[src/rtl/game_menu_ctrl_if.sv]
// Player-facing signal bundle for the game menu controller.
// confirm_valid is a one-cycle strobe with no ready; song_confirm is meaningful only while it is high.
interface game_menu_ctrl_if #(
  parameter int NUM_BTN   = 3,
  parameter int NUM_SONGS = 3
);
  localparam int SW = $clog2(NUM_SONGS + 1);

  logic [NUM_BTN-1:0] btn;
  logic               finish;
  logic [2:0]         state;
  logic [SW-1:0]      song_select;
  logic [SW-1:0]      active_song;
  logic               confirm_valid;
  logic [SW-1:0]      song_confirm;
  logic [NUM_BTN-1:0] btn_pulse;

  modport slave (
    input  btn, finish,
    output state, song_select, active_song, confirm_valid, song_confirm, btn_pulse
  );

  modport master (
    output btn, finish,
    input  state, song_select, active_song, confirm_valid, song_confirm, btn_pulse
  );
endinterface

[src/rtl/game_menu_ctrl.sv]
// Song menu controller: synchronised, debounced buttons drive a START/MENU/PLAY/PAUSE/FINISH FSM
// with wrap-around song selection and an idle return from MENU to START.
module game_menu_ctrl #(
  parameter int NUM_BTN      = 3,
  parameter int NUM_SONGS    = 3,
  parameter int DEB_CYCLES   = 4,
  parameter int IDLE_TIMEOUT = 1000000
) (
  input  logic             clk,
  input  logic             rst_n,
  game_menu_ctrl_if.slave  bus_if
);
  localparam int SW = $clog2(NUM_SONGS + 1);
  localparam int DW = (DEB_CYCLES > 1) ? $clog2(DEB_CYCLES) : 1;
  localparam int IW = $clog2(IDLE_TIMEOUT + 1);

  typedef enum logic [2:0] {
    S_START  = 3'd0,
    S_MENU   = 3'd1,
    S_PLAY   = 3'd2,
    S_PAUSE  = 3'd3,
    S_FINISH = 3'd4
  } state_e;

  logic [NUM_BTN-1:0] sync1_q, sync2_q, deb_q, deb_dly_q, pulse_q;
  logic [DW-1:0]      cnt_q [NUM_BTN];

  state_e        state_q, state_d;
  logic [SW-1:0] song_q, song_d;
  logic [SW-1:0] active_q, active_d;
  logic          cv_q, cv_d;
  logic [IW-1:0] idle_q, idle_d, idle_inc;
  logic          prev_p, next_p, conf_p, any_p;

  always_ff @(posedge clk or negedge rst_n) begin
    if (!rst_n) begin
      sync1_q <= '0;
      sync2_q <= '0;
    end else begin
      sync1_q <= bus_if.btn;
      sync2_q <= sync1_q;
    end
  end

  // The debounced level flips only after DEB_CYCLES consecutive disagreeing samples.
  always_ff @(posedge clk or negedge rst_n) begin
    if (!rst_n) begin
      deb_q <= '0;
      for (int i = 0; i < NUM_BTN; i++) cnt_q[i] <= '0;
    end else begin
      for (int i = 0; i < NUM_BTN; i++) begin
        if (sync2_q[i] != deb_q[i]) begin
          if (cnt_q[i] == DW'(DEB_CYCLES - 1)) begin
            deb_q[i] <= sync2_q[i];
            cnt_q[i] <= '0;
          end else begin
            cnt_q[i] <= cnt_q[i] + 1'b1;
          end
        end else begin
          cnt_q[i] <= '0;
        end
      end
    end
  end

  always_ff @(posedge clk or negedge rst_n) begin
    if (!rst_n) begin
      deb_dly_q <= '0;
      pulse_q   <= '0;
    end else begin
      deb_dly_q <= deb_q;
      pulse_q   <= deb_q & ~deb_dly_q;
    end
  end

  assign prev_p   = pulse_q[0];
  assign next_p   = pulse_q[1];
  assign conf_p   = pulse_q[2];
  assign any_p    = |pulse_q;
  assign idle_inc = (idle_q == IW'(IDLE_TIMEOUT)) ? idle_q : idle_q + 1'b1;

  always_comb begin
    state_d  = state_q;
    song_d   = song_q;
    active_d = active_q;
    cv_d     = 1'b0;
    idle_d   = idle_q;
    case (state_q)
      S_START: if (any_p) state_d = S_MENU;
      S_MENU: begin
        if (conf_p) begin
          state_d  = S_PLAY;
          active_d = song_q;
          cv_d     = 1'b1;
        end else if (any_p) begin
          idle_d = '0;
          if (prev_p && !next_p)
            song_d = (song_q == SW'(1)) ? SW'(NUM_SONGS) : song_q - 1'b1;
          else if (next_p && !prev_p)
            song_d = (song_q == SW'(NUM_SONGS)) ? SW'(1) : song_q + 1'b1;
        end else begin
          idle_d = idle_inc;
          if (idle_inc == IW'(IDLE_TIMEOUT)) begin
            state_d = S_START;
            song_d  = SW'(1);
          end
        end
      end
      S_PLAY: begin
        if (bus_if.finish) state_d = S_FINISH;
        else if (conf_p)   state_d = S_PAUSE;
      end
      S_PAUSE: begin
        if (conf_p) begin
          state_d = S_PLAY;
        end else if (prev_p) begin
          state_d  = S_MENU;
          active_d = '0;
        end
      end
      S_FINISH: begin
        if (conf_p) begin
          state_d  = S_MENU;
          active_d = '0;
        end
      end
      default: state_d = S_START;
    endcase
    if (state_d == S_MENU && state_q != S_MENU) idle_d = '0;
  end

  always_ff @(posedge clk or negedge rst_n) begin
    if (!rst_n) begin
      state_q  <= S_START;
      song_q   <= SW'(1);
      active_q <= '0;
      cv_q     <= 1'b0;
      idle_q   <= '0;
    end else begin
      state_q  <= state_d;
      song_q   <= song_d;
      active_q <= active_d;
      cv_q     <= cv_d;
      idle_q   <= idle_d;
    end
  end

  assign bus_if.state         = state_q;
  assign bus_if.song_select   = song_q;
  assign bus_if.active_song   = active_q;
  assign bus_if.confirm_valid = cv_q;
  assign bus_if.song_confirm  = cv_q ? active_q : '0;
  assign bus_if.btn_pulse     = pulse_q;
endmodule

[src/flat_wrapper.sv]
// flat-port wrapper written by rule: the top's interface ports become plain ports
module game_menu_ctrl_flat 
#(
  parameter int NUM_BTN      = 3,
  parameter int NUM_SONGS    = 3,
  parameter int DEB_CYCLES   = 4,
  parameter int IDLE_TIMEOUT = 1000000
)
  (clk, rst_n, bus_if_btn, bus_if_finish, bus_if_state, bus_if_song_select, bus_if_active_song, bus_if_confirm_valid, bus_if_song_confirm, bus_if_btn_pulse);
  game_menu_ctrl_if #(.NUM_BTN(NUM_BTN), .NUM_SONGS(NUM_SONGS)) bus_if_i ();
  input  logic clk;
  input  logic rst_n;
  input wire logic [$bits(bus_if_i.btn)-1:0] bus_if_btn;
  input wire logic [$bits(bus_if_i.finish)-1:0] bus_if_finish;
  output wire logic [$bits(bus_if_i.state)-1:0] bus_if_state;
  output wire logic [$bits(bus_if_i.song_select)-1:0] bus_if_song_select;
  output wire logic [$bits(bus_if_i.active_song)-1:0] bus_if_active_song;
  output wire logic [$bits(bus_if_i.confirm_valid)-1:0] bus_if_confirm_valid;
  output wire logic [$bits(bus_if_i.song_confirm)-1:0] bus_if_song_confirm;
  output wire logic [$bits(bus_if_i.btn_pulse)-1:0] bus_if_btn_pulse;
  assign bus_if_i.btn = bus_if_btn;
  assign bus_if_i.finish = bus_if_finish;
  assign bus_if_state = bus_if_i.state;
  assign bus_if_song_select = bus_if_i.song_select;
  assign bus_if_active_song = bus_if_i.active_song;
  assign bus_if_confirm_valid = bus_if_i.confirm_valid;
  assign bus_if_song_confirm = bus_if_i.song_confirm;
  assign bus_if_btn_pulse = bus_if_i.btn_pulse;
  game_menu_ctrl #(.NUM_BTN(NUM_BTN), .NUM_SONGS(NUM_SONGS), .DEB_CYCLES(DEB_CYCLES), .IDLE_TIMEOUT(IDLE_TIMEOUT)) u_core (.clk(clk), .rst_n(rst_n), .bus_if(bus_if_i));
endmodule
[config.mk]
export PLATFORM = sky130hd
export DESIGN_NAME = game_menu_ctrl_flat
export DESIGN_NICKNAME = d
export VERILOG_FILES = /design/src/rtl/game_menu_ctrl_if.sv /design/src/rtl/game_menu_ctrl.sv /design/src/flat_wrapper.sv
export SDC_FILE = /design/constraint.sdc
export NUM_CORES = 1
export LEC_CHECK = 0
export CAP_MARGIN = 10
export CORE_MARGIN = 10
export CORE_UTILIZATION = 45
export CTS_CLUSTER_DIAMETER = 150
export CTS_CLUSTER_SIZE = 30
export DETAILED_ROUTE_END_ITERATION = 16
export PLACE_DENSITY = 0.75
export SYNTH_ARGS = -nofsm -noshare
export SYNTH_HDL_FRONTEND = slang
export SYNTH_SLANG_ARGS = --single-unit
[constraint.sdc]
create_clock -name clk -period 2.8 [get_ports clk]
set_input_delay 0.56 -clock clk [delete_from_list [all_inputs] [get_ports clk]]
set_output_delay 0.56 -clock clk [all_outputs]
set_load 0.01 [all_outputs]
==> flow_results.org, run 1 <==
** Placement
- After detailed placement, the design holds a cell count of roughly 400.
- Routability-driven placement finished with a final weighted congestion of slightly below 0.9.
- Input/output buffers :: 18
- After detailed placement, the total cell area comes to between 3000 and 4000 um^2.
- HPWL after detailed placement :: ~4.3 mm

** Cells and area
- Area occupied by multi-input gates :: ~1400 um^2
- The library cell used most frequently in the layout, excluding fill and tap cells, is dfrtp_1.
- In the final layout, flip-flops and latches occupy about 1200 um^2.
- Leaving out fill and tap cells, the most frequent cells in the layout are dfrtp_1, nand2_1, nor2_1.
- Fraction of final layout cells sized beyond drive strength 1 :: approximately 10%
- Final std cell area, no fill :: between 3000 and 4000 um^2
- Count of nets after finishing :: 342
- Final instance count without filler cells :: approximately 400
- Fillers :: 542
- P&R area growth vs syn :: 12.74%
- Number of diodes :: 0

** Critical path
- Crit path arrival time :: 2.75 ns
- Critical path peak fanout :: 13
- In this run the worst setup path terminates at u_core.bus_if.state[0]$_DFF_PN0_.
- Measured in cells, the most critical reg-to-reg path has a length of 8.
- CP max stage cell :: dfrtp_1
- Setup slack on the worst reg-to-reg path comes out at approximately 0.23 ns.
- The worst setup path is captured at a flop.
- Tracing the worst setup path back leads to its startpoint at u_core.idle_q[0]$_DFFE_PN0P_.
- The worst register-to-register path ends at u_core.bus_if.state[0]$_DFF_PN0_.
- Walking the worst path, the cells encountered are ha_1, and3_2, nand4_1, nor2_1, o21ai_0, or4_4, nor4_1, o21ai_1.
- The largest single stage delay on the critical path is between 0.4 and 0.5 ns.
- Startpoint-to-endpoint class of the critical path :: reg2reg
- STA classifies the critical path startpoint as a flop.
- Reg2Reg Launch Point :: u_core.idle_q[0]$_DFFE_PN0P_
- Critical path data required time :: a little under 3 ns

** Clock tree
- Clock-pin slew was measured on the worst setup and hold paths at 0.10 ns.
- Post-cts gate resize count :: 0
- Clock latency at the later pin of the worst-skew pair :: roughly 0.31 ns
- CTS root buf :: clkbuf_8
- The number of setup buffers added after CTS is 0.
- The longest clock path from root to sink contains 2 buffers.
- TritonCTS Buffers :: 5
- Quantity of hold-fixing buffers added after cts :: 0
- TritonCTS built the clock tree.
- Sink count of the clock tree :: slightly below 50
- CTS H-tree lvls :: 2

** STA
- After routing, the total negative slack on setup checks comes to 0 ns.
- Setup repair after global routing left no endpoint under its margin.
- Tmin final :: about 2.6 ns
- Setup violations remaining at the end of the flow were counted as 0.
- Derived from the worst setup path, the maximum achievable clock frequency is 389.1 MHz.
- The final-report hold violation count is 0.
- Worst slew margin :: between 60% and 70%
- The final count of pins violating max slew is 0.
- For the final database, setup skew stands at between 0.01 and 0.015 ns.
- Worst-Margin Slew :: 0.5973 ns
- The worst path uses 91.80% of the clock period.

** Synth
- Syn_nets :: ~330
- Fraction of synthesized cell area taken by the top area cell type :: 43.05%
- Synth Flop Type :: dfrtp_1
- Post-synthesis async set-or-reset flop share :: 100.0%
- After synthesis the netlist holds a flip-flop and latch count of 49.
- Count of cell types in the netlist :: 56
- Counting flops with a built-in enable in the synthesized netlist gives 0.
- Post-synthesis average cell area :: ~9 um^2
- During synthesis, Yosys emitted a total of 0 warnings.
- Gate count of the mapped netlist :: 310
- The share of the Yosys chip area taken by registers is around 44%.
- Cell area after synthesis :: ~2800 um^2
- After synthesis, the cell types taking the most area are dfrtp_1, nand2_1, a21oi_1.
- Summed over all instances, the cell type with the most area after synthesis is dfrtp_1.

** Route
- For this run, design rule violations remaining after detail routing come to 0.
- Routed Antenna Nets :: 0
- Summed over all layers, the routed wires come to between 5 and 6 mm.
- DRT Pass-1 Iters :: 4
- Across all layers, the routed design uses between 2k and 2.5k vias.
- For this block, the initial DRC count from the detailed router was ~130.
- Via density per instance :: roughly 5.7
- Wirelength per Cell :: about 15 um

** Floorplan
- Initial cell density of the core :: between 40% and 50%
- Area of the core region :: roughly 6000 um^2
- Die Wd :: between 90 and 100 um
- Cell Rows :: 28
- Die outline area :: 9750 um^2
- Measured along the y axis, the die boundary spans 98.74 um.
- Boundary Pins :: 19

** Outcome
- The run finished with clean final reports.

** GRT
- Summed over all layers, the global routing overflow is 0.
- The via count of the first global-routing pass is 2210.
- First-pass GRT wire length :: about 10 mm
- Entering global routing, the biggest net connects 50 pins.
- Global routing consumed, over all layers together, between 10% and 20% of the routing resources.
- The number of antenna violations at the first check in global routing was 0.

** Pwr
- Pwr/cell area :: 876.1 nW/um^2
- The worst-case IR drop observed on VDD is approximately 0.47 mV.
- Total leakage power :: between 1 and 1.5 nW

** Worst hold path
- The worst hold path belongs to the class in2async.

** Flow run
- Across the run, the number of max-cap violations was 0.
## state kept, by name, indices dropped and copies added, names as in the netlist
register,count
u_core.sync1_q,3
u_core.bus_if.btn_pulse,3
u_core.bus_if.confirm_valid,1
u_core.bus_if.active_song,2
u_core.deb_q,3
u_core.idle_q,20
u_core.bus_if.state,3
u_core.deb_dly_q,3
u_core.cnt_q,6
u_core.sync2_q,3
u_core.bus_if.song_select,2
## report_power, final
part	internal, mW	switching [mW]	total (mW)	leakage (nW)
Clock	0.204	0.251	0.455	0.0478
Sequential	0.876	0.177	1.05	0.634
Combinational	0.549	0.698	1.25	0.656
## critical path: cells and delay by family (launching register included)
| kind | cells | cell delay [ns] |
|---|---|---|
| adders and majority gates | 1 | 0.35 |
| and+or+nand+nor | 5 | 1.44 |
| AOI/OAI and AO/OA | 2 | 0.18 |
| DFF | 1 | 0.49 |
## layout make-up
class,instances,share of cell area [%]
multi-input cells,235,45.90
flip-flops and latches,49,39.02
repair buffers,26,7.876
well taps,75,2.983
clock buffers,6,2.625
inverters,9,1.074
clock inverters,2,0.5171
## through the flow
step / setup WS (ns) / util [%] / power (mW) / hold slack [ns]
global placement: 0.3108 / 51.16 / 2.276 / 0.3326
finish: 0.2297 / 52.82 / 2.756 / 0.3360
floorplan: 0.3681 / - / 1.828 / 0.2644
detailed placement: 0.2609 / 51.16 / 2.324 / 0.3401
CTS: 0.2356 / 52.82 / 2.780 / 0.3610
global route: 0.03781 / 52.82 / 2.983 / 0.3662
## worst min-delay path by stage
stage,start,endpoint,slack [ns],depth (start not counted)
CTS,rst_n,u_core.cnt_q[1]$_DFF_PN0_,0.36,2
floorplan,rst_n,u_core.bus_if.active_song[0]$_DFFE_PN0P_,0.26,0
global placement,u_core.sync1_q[1]$_DFF_PN0_,u_core.sync2_q[1]$_DFF_PN0_,0.33,0
global route,u_core.sync1_q[1]$_DFF_PN0_,u_core.sync2_q[1]$_DFF_PN0_,0.37,0
finish,rst_n,u_core.cnt_q[1]$_DFF_PN0_,0.34,2
detailed placement,u_core.sync1_q[1]$_DFF_PN0_,u_core.sync2_q[1]$_DFF_PN0_,0.34,0
## cells in the mapped netlist (all sizes together), types with 2 or more instances
cell / instances
dfrtp: 48
nand2: 43
nor2: 31
a21oi: 25
nor3: 21
clkbuf: 13
o21ai: 13
ha: 10
nand3: 10
inv: 9
nor2b: 9
nand4: 6
and2: 5
mux2i: 5
a22oi: 4
buf: 4
nor4: 4
xnor2: 4
a21o: 3
a31oi: 3
mux2: 3
nand2b: 3
o22ai: 3
or3: 3
or4: 3
and4: 2
nand3b: 2
nor4b: 2
o31ai: 2
xor2: 2
## metal layers
layer	global-route usage, %	wire length (um)	vias to the layer above
met2	20.24	2875	58
met4	3.969	90	0
li1	-	-	1127
met3	2.933	339	10
met5	0	0	-
met1	15.43	2644	1105
## logic make-up after synthesis
logic type	synth area share (%)
simple gates	29.01
compound gates	13.14
flops	43.99
buf+inv	4.484
fa+ha+maj	4.484
mux	3.004
xor+xnor	1.883
Note: power is estimated with default switching activity, not from simulation.
==> run 2, diff against run 1 <==
ABC_AREA = 0   (was not set)
CORE_MARGIN = not set   (was 10)
==> flow_results.org, run 2 (same netlist as run 1, synthesis figures left out) <==
** STA
- The minimum hold slack came to 0.2243 ns (was 0.3360 ns).
- The worst slew margin relative to its limit was 71.31% (was 60.18%).
- Final number of setup-violating endpoints :: 0 (unchanged)
- The final critical delay including setup and external delays was 2.553 ns (was 2.570 ns).
- The largest clock skew in the final design was 0.006210 ns (was 0.01140 ns).
- The part of the cycle the worst path needs came to 91.19% (was 91.80%).
- The pin slew with the least headroom to its limit is 0.4259 ns (was 0.5973 ns).
- Final hold viol count :: 0 (unchanged)
- Unrepaired setup endpoints after global routing :: false (unchanged)
- Pins over their slew limit :: 0 (unchanged)
- The slack of the critical path is 0.2466 ns (was 0.2297 ns).
- Setup TNS :: 0 ns (unchanged)
- The maximum clock frequency was 391.6 MHz (was 389.1 MHz).

** Placement
- The number of instances in the placed design was 393 (was 394).
- The placed wire-length estimate after detailed placement was 4.186 mm (was 4.317 mm).
- The quantity of I/O buffers inserted on ports came to 18 (unchanged).
- The setup slack at placement is 0.2846 ns (was 0.2609 ns).
- RePlAce Congestion :: 0.9145 (was 0.8903)

** Critical path
- Startpoint-to-endpoint class of the critical path :: reg2reg (unchanged)
- The critical path required time is 2.98 ns (about the same).
- The kind of launch point of the worst setup path is a flop (unchanged).
- Crit path arrival time :: 2.74 ns (was 2.75 ns)
- Cells on worst reg2reg path :: 9 (was 8)
- Critical path peak fanout :: 8 (was 13)
- Critical path endpoint category :: flop (unchanged)
- Reg2Reg Launch Point :: u_core.idle_q[0]$_DFFE_PN0P_ (unchanged)
- Start point of the critical path :: u_core.idle_q[0]$_DFFE_PN0P_ (unchanged)

** Pwr
- Total leakage power :: 1.344 nW (was 1.338 nW)
- The largest vdd supply drop came to 0.4396 mV (was 0.4710 mV).
- Pwr/cell area :: 895.3 nW/um^2 (was 876.1 nW/um^2)

** Flow run
- The max capacitance violation total came to 0 (unchanged).

** Route
- The post-detailed-routing wire length was 5.859 mm (was 5.950 mm).
- The first-pass iteration count of the detailed router was 4 (unchanged).
- The initial detailed-routing violation count was 144 (was 132).
- The number of vias per cell is 5.753 (was 5.721).
- Wirelength per Cell :: 14.61 um (was 14.80 um)
- Post-route DRC violation count :: 0 (unchanged)
- Routed Antenna Nets :: 0 (unchanged)
- Total via count after detailed routing :: 2307 (was 2300)

** Cells and area
- Most frequent cells in the layout: dfrtp_1, nand2_1, nor2_1 (unchanged).
- The filler-free cell count of the finished design is 401 (was 402).
- The final net count came to 341 (was 342).
- The number of diodes was 0 (unchanged).
- The most frequent standard cell in the layout excluding fill and tap cells was dfrtp_1 (unchanged).
- P&R area growth vs syn :: 13.09% (was 12.74%)
- Registers with the most flip-flops :: u_core.idle_q (20), u_core.cnt_q (6) (unchanged)
- The number of flip-flops under the largest register name came to 20 (unchanged).
- The register with the highest flop count is u_core.idle_q (unchanged).
- The final core utilization was 52.98% (was 52.82%).
- The share of final-layout standard cells stronger than drive strength 1 came to 10.12% (was 10.40%).

** GRT
- Number of global-route vias before repair :: 2179 (was 2210)
- The global-route usage over all layers came to 20.42% (was 12.30%).
- Largest net degree at the start of global routing :: 29 (was 50)
- Initial antenna violation count :: 0 (unchanged)
- The residual overflow from global routing is 0 (unchanged).
- First-pass GRT wire length :: 10.16 mm (was 10.43 mm)

** Floorplan
- Cell Rows :: 28 (unchanged)
- Area of the core region :: 5956 um^2 (unchanged)
- Boundary Pins :: 19 (unchanged)
- The area of the die is 6519 um^2 (was 9750 um^2).
- The effective utilization at floorplan is 46.85% (unchanged).
- Die Wd :: 80.74 um (was 98.74 um)
- The height of the chip came to 80.74 um (was 98.74 um).

** Outcome
- Result of the run :: finished clean (unchanged)

** Clock tree
- The clock tree from TritonCTS is built (unchanged).
- CTS root buf :: clkbuf_8 (unchanged)
- The count of cells resized by post-cts repair was 0 (unchanged).
- Clock latency at the later pin of the worst-skew pair :: 0.31 ns (about the same)
- Quantity of hold-fixing buffers added after cts :: 0 (unchanged)
- CTS H-tree lvls :: 2 (unchanged)
- The clock slew at the register clock pins of the worst setup and hold paths was 0.09 ns (was 0.10 ns).
- The maximum buffer depth of the clock tree is 2 (unchanged).
- Sink count of the clock tree :: 49 (unchanged)
- The number of setup buffers added after CTS was 0 (unchanged).
- TritonCTS Buffers :: 5 (unchanged)

** Worst hold path
- Class of the tightest hold or removal check :: in2async (unchanged)
-- run 2: critical path, cell delays in order (launching register included) --
cell and delay, ns:
dfrtp_1 0.48, inv_1 0.12, ha_1 0.16, nor4b_4 0.20
nand4b_2 0.16, nor4_4 0.27, o2111ai_1 0.17, or4_4 0.50
nor4_1 0.29, o21ai_1 0.08
-- run 2: final timing paths --
path                       slack, ns                          endpoint
setup reg to reg                0.25  u_core.bus_if.state[0]$_DFF_PN0_
min in group clk                0.35       u_core.sync2_q[0]$_DFF_PN0_
setup / recovery                0.25  u_core.bus_if.state[0]$_DFF_PN0_
hold / removal                  0.22         u_core.cnt_q[0]$_DFF_PN0_
hold reg to reg                 0.35       u_core.sync2_q[0]$_DFF_PN0_
max in group asynchronous       2.28     u_core.idle_q[14]$_DFFE_PN0P_
-- run 2: power by group --
| group | internal, mW | total [mW] | switching (mW) |
|---|---|---|---|
| logic | 0.539 | 1.25 | 0.708 |
| registers | 0.876 | 1.05 | 0.177 |
| clock network | 0.273 | 0.525 | 0.252 |
| total | 1.69 | 2.83 | 1.14 |
-- run 2: cell type report --
| cell class | count | area [um^2] |
|---|---|---|
| Clock buffer | 5 | 68.82 |
| Clock inverter | 3 | 47.55 |
| Fill cell | 530 | 2800 |
| Inverter | 9 | 33.78 |
| Multi-Input combinational cell | 235 | 1444 |
| Sequential cell | 49 | 1227 |
| Tap cell | 75 | 93.84 |
| Timing Repair Buffer | 25 | 240.2 |
-- run 2: stage by stage --
step | area (um^2) | power (mW)
2_1_floorplan | 2790 | 1.828
3_3_place_gp | 3039 | 2.259
3_5_place_dp | 3039 | 2.306
4_1_cts | 3156 | 2.849
5_1_grt | 3156 | 3.062
6_report | 3156 | 2.825
-- run 2: routing by layer --
metal | up-vias | track usage (%) | wire length, um
met3 | 7 | 4.045 | 291
met2 | 68 | 33.90 | 2858
li1 | 1125 | - | -
met5 | - | 0 | 0
met4 | 0 | 7.857 | 72
met1 | 1107 | 26.26 | 2636
==> run 3, diff against run 2 <==
SETUP_SLACK_MARGIN = 0.1   (was not set)
clock period = 3.2 ns   (was 2.8 ns; I/O delays follow)
==> flow_results.org, run 3 (same netlist as run 1, synthesis figures left out) <==
** Clock tree
- TritonCTS Buffers :: 5 (unchanged)
- The latest clock arrival within the worst-skew pair is 0.30 ns (was 0.31 ns).
- The sink count of the clock tree came to 49 (unchanged).
- The maximum buffer depth of the clock tree came to 2 (unchanged).
- The count of cells resized by post-cts repair was 0 (unchanged).
- The buffer cell driving the clock tree root was clkbuf_8 (unchanged).
- Post-CTS setup repair buffer count :: 0 (unchanged)
- Quantity of hold-fixing buffers added after cts :: 0 (unchanged)
- The clock tree from TritonCTS is built (unchanged).
- CTS H-tree lvls :: 2 (unchanged)
- Reg clk slew, reported paths :: 0.09 ns (about the same)

** Placement
- The quantity of I/O buffers inserted on ports is 18 (unchanged).
- Worst setup slack after placement :: 0.6357 ns (was 0.2846 ns)
- HPWL after detailed placement :: 3.975 mm (was 4.186 mm)
- The global placer's final weighted congestion came to 0.8843 (was 0.9145).

** Route
- Via density per instance :: 5.809 (was 5.753)
- DRT Pass-1 Iters :: 4 (unchanged)
- The total DRC errors in the routed layout is 0 (unchanged).
- Final wirelength :: 5.756 mm (was 5.859 mm)
- Number of violations reported at the end of detailed-routing iteration 0 :: 164 (was 144)
- The post-route antenna net violation count came to 0 (unchanged).
- The routed wire length per instance came to 14.50 um (was 14.61 um).
- Total via count after detailed routing :: 2306 (was 2307)

** Critical path
- The kind of launch point of the worst setup path was a flop (unchanged).
- The launch instance of the worst register-to-register path was u_core.idle_q[0]$_DFFE_PN0P_ (unchanged).
- Critical path peak fanout :: 13 (was 8)
- Startpoint-to-endpoint class of the critical path :: reg2reg (unchanged)
- Crit path arrival time :: 2.78 ns (was 2.74 ns)
- Start point of the critical path :: u_core.idle_q[0]$_DFFE_PN0P_ (unchanged)
- Cells on worst reg2reg path :: 8 (was 9)
- Critical path endpoint category :: flop (unchanged)
- The capture point of the worst reg-to-reg path is u_core.bus_if.state[0]$_DFF_PN0_ (unchanged).
- Critical path data required time :: 3.38 ns (was 2.98 ns)
- The slack of the worst reg-to-reg path came to 0.59 ns (was 0.25 ns).

** Cells and area
- Most frequent cells in the layout :: dfrtp_1, nand2_1, nor2_1 (unchanged)
- The register with the highest flop count is u_core.idle_q (unchanged).
- Max FFs per register :: 20 (unchanged)
- The number of diodes came to 0 (unchanged).
- Registers with the most flip-flops: u_core.idle_q (20), u_core.cnt_q (6) (unchanged).
- The final net count is 338 (was 341).
- The share of final-layout standard cells stronger than drive strength 1 was 9.006% (was 10.12%).
- P&R area growth vs syn :: 10.72% (was 13.09%)
- The most frequent standard cell in the layout excluding fill and tap cells was dfrtp_1 (unchanged).

** Worst hold path
- The class of the worst hold path was reg2reg (was in2async).
- Hold worst-path end :: u_core.sync2_q[1]$_DFF_PN0_
- Worst Hold Depth :: 0
- The startpoint identified for the worst hold timing path is u_core.sync1_q[1]$_DFF_PN0_.

** Floorplan
- The area of the die is 6519 um^2 (unchanged).
- Die Wd :: 80.74 um (unchanged)
- Area of the core region :: 5956 um^2 (unchanged)
- Boundary Pins :: 19 (unchanged)
- The effective utilization at floorplan was 46.85% (unchanged).
- Cell Rows :: 28 (unchanged)
- Vertical die dimension :: 80.74 um (unchanged)

** STA
- The final count of pins violating max slew is 0 (unchanged).
- Unrepaired setup endpoints after global routing :: false (unchanged)
- Worst Setup Slack, final :: 0.5927 ns (was 0.2466 ns)
- The final-report hold violation count came to 0 (unchanged).
- Setup TNS :: 0 ns (unchanged)
- The part of the cycle the worst path needs was 81.48% (was 91.19%).
- Worst-case clock skew :: 0.009795 ns (was 0.006210 ns)
- The pin slew with the least headroom to its limit was 1.056 ns (was 0.4259 ns).
- Tmin final :: 2.607 ns (was 2.553 ns)
- Final number of setup-violating endpoints :: 0 (unchanged)
- The worst slew margin relative to its limit was 29.60% (was 71.31%).
- The maximum clock frequency is 383.5 MHz (was 391.6 MHz).

** GRT
- The via count of the first global-routing pass was 2098 (was 2179).
- First-pass GRT wire length :: 9.839 mm (was 10.16 mm)
- Largest net degree at the start of global routing :: 50 (was 29)
- Total global routing track utilization :: 19.71% (was 20.42%)
- The number of antenna violations at the first check in global routing is 0 (unchanged).
- Remaining global-route overflow :: 0 (unchanged)

** Outcome
- Result of the run :: finished clean (unchanged)

** Flow run
- Max Cap Viol :: 0 (unchanged)

** Pwr
- Pwr/cell area :: 752.7 nW/um^2 (was 895.3 nW/um^2)
- Total leakage power :: 1.307 nW (was 1.344 nW)
- Max IR drop VDD :: 0.3885 mV (was 0.4396 mV)
[run 3: cell types whose count changed in the layout (fill, tap and decap cells not counted)]
cell        previous run  this run
buf_12                 1         0
bufinv_16              1         0
buf_4                  6         4
inv_6                  2         0
clkinvlp_4             0         1
clkinv_4               0         1
[run 3: critical path, stage by stage (launching register included)]
cell,delay (ns)
dfrtp_1,0.50
ha_1,0.36
and3_2,0.38
nand4_1,0.19
nor2_1,0.13
o21ai_0,0.10
or4_4,0.44
nor4_1,0.30
o21ai_1,0.08
[run 3: how the worst max path moves through the flow]
stage / end / slack [ns]
finish: u_core.bus_if.state[0]$_DFF_PN0_ / 0.59
global route: u_core.bus_if.state[0]$_DFF_PN0_ / 0.40
CTS: u_core.bus_if.state[0]$_DFF_PN0_ / 0.62
detailed placement: u_core.bus_if.state[0]$_DFF_PN0_ / 0.64
global placement: u_core.bus_if.state[0]$_DFF_PN0_ / 0.73
floorplan: u_core.bus_if.state[0]$_DFF_PN0_ / 0.77
[run 3: area by class of cell]
class,count,area [um^2]
fill,558,2867
multi-input combinational,235,1444
sequential,49,1227
timing repair buffer,22,205.2
tap,75,93.84
clock buffer,5,68.82
inverter,9,33.78
clock inverter,2,16.27
[run 3: metrics by stage]
step	util (%)	cell area [um^2]	hold WS (ns)	power, mW	cells
after floorplan	-	2790	0.3312	1.600	310
after global placement	50.44	3004	0.3325	1.940	390
after detailed placement	50.44	3004	0.3362	1.982	390
after CTS	51.87	3089	0.3570	2.348	397
after global routing	51.87	3089	0.3656	2.526	397
final	51.87	3089	0.3536	2.325	397
[run 3: report_power, final]
| group | leakage, nW | switching, mW | internal, mW |
|---|---|---|---|
| sequential | 0.634 | 0.156 | 0.767 |
| clock | 0.0402 | 0.210 | 0.151 |
| combinational | 0.633 | 0.597 | 0.444 |
[run 3: routing by layer]
metal  share of wire, %  GRT usage, %  up-vias
li1                   -             -     1120
met1                 46         24.98     1116
met2                 48         33.22       59
met3                4.1         3.708       11
met4                1.9         7.679        0
met5                  0             0        -
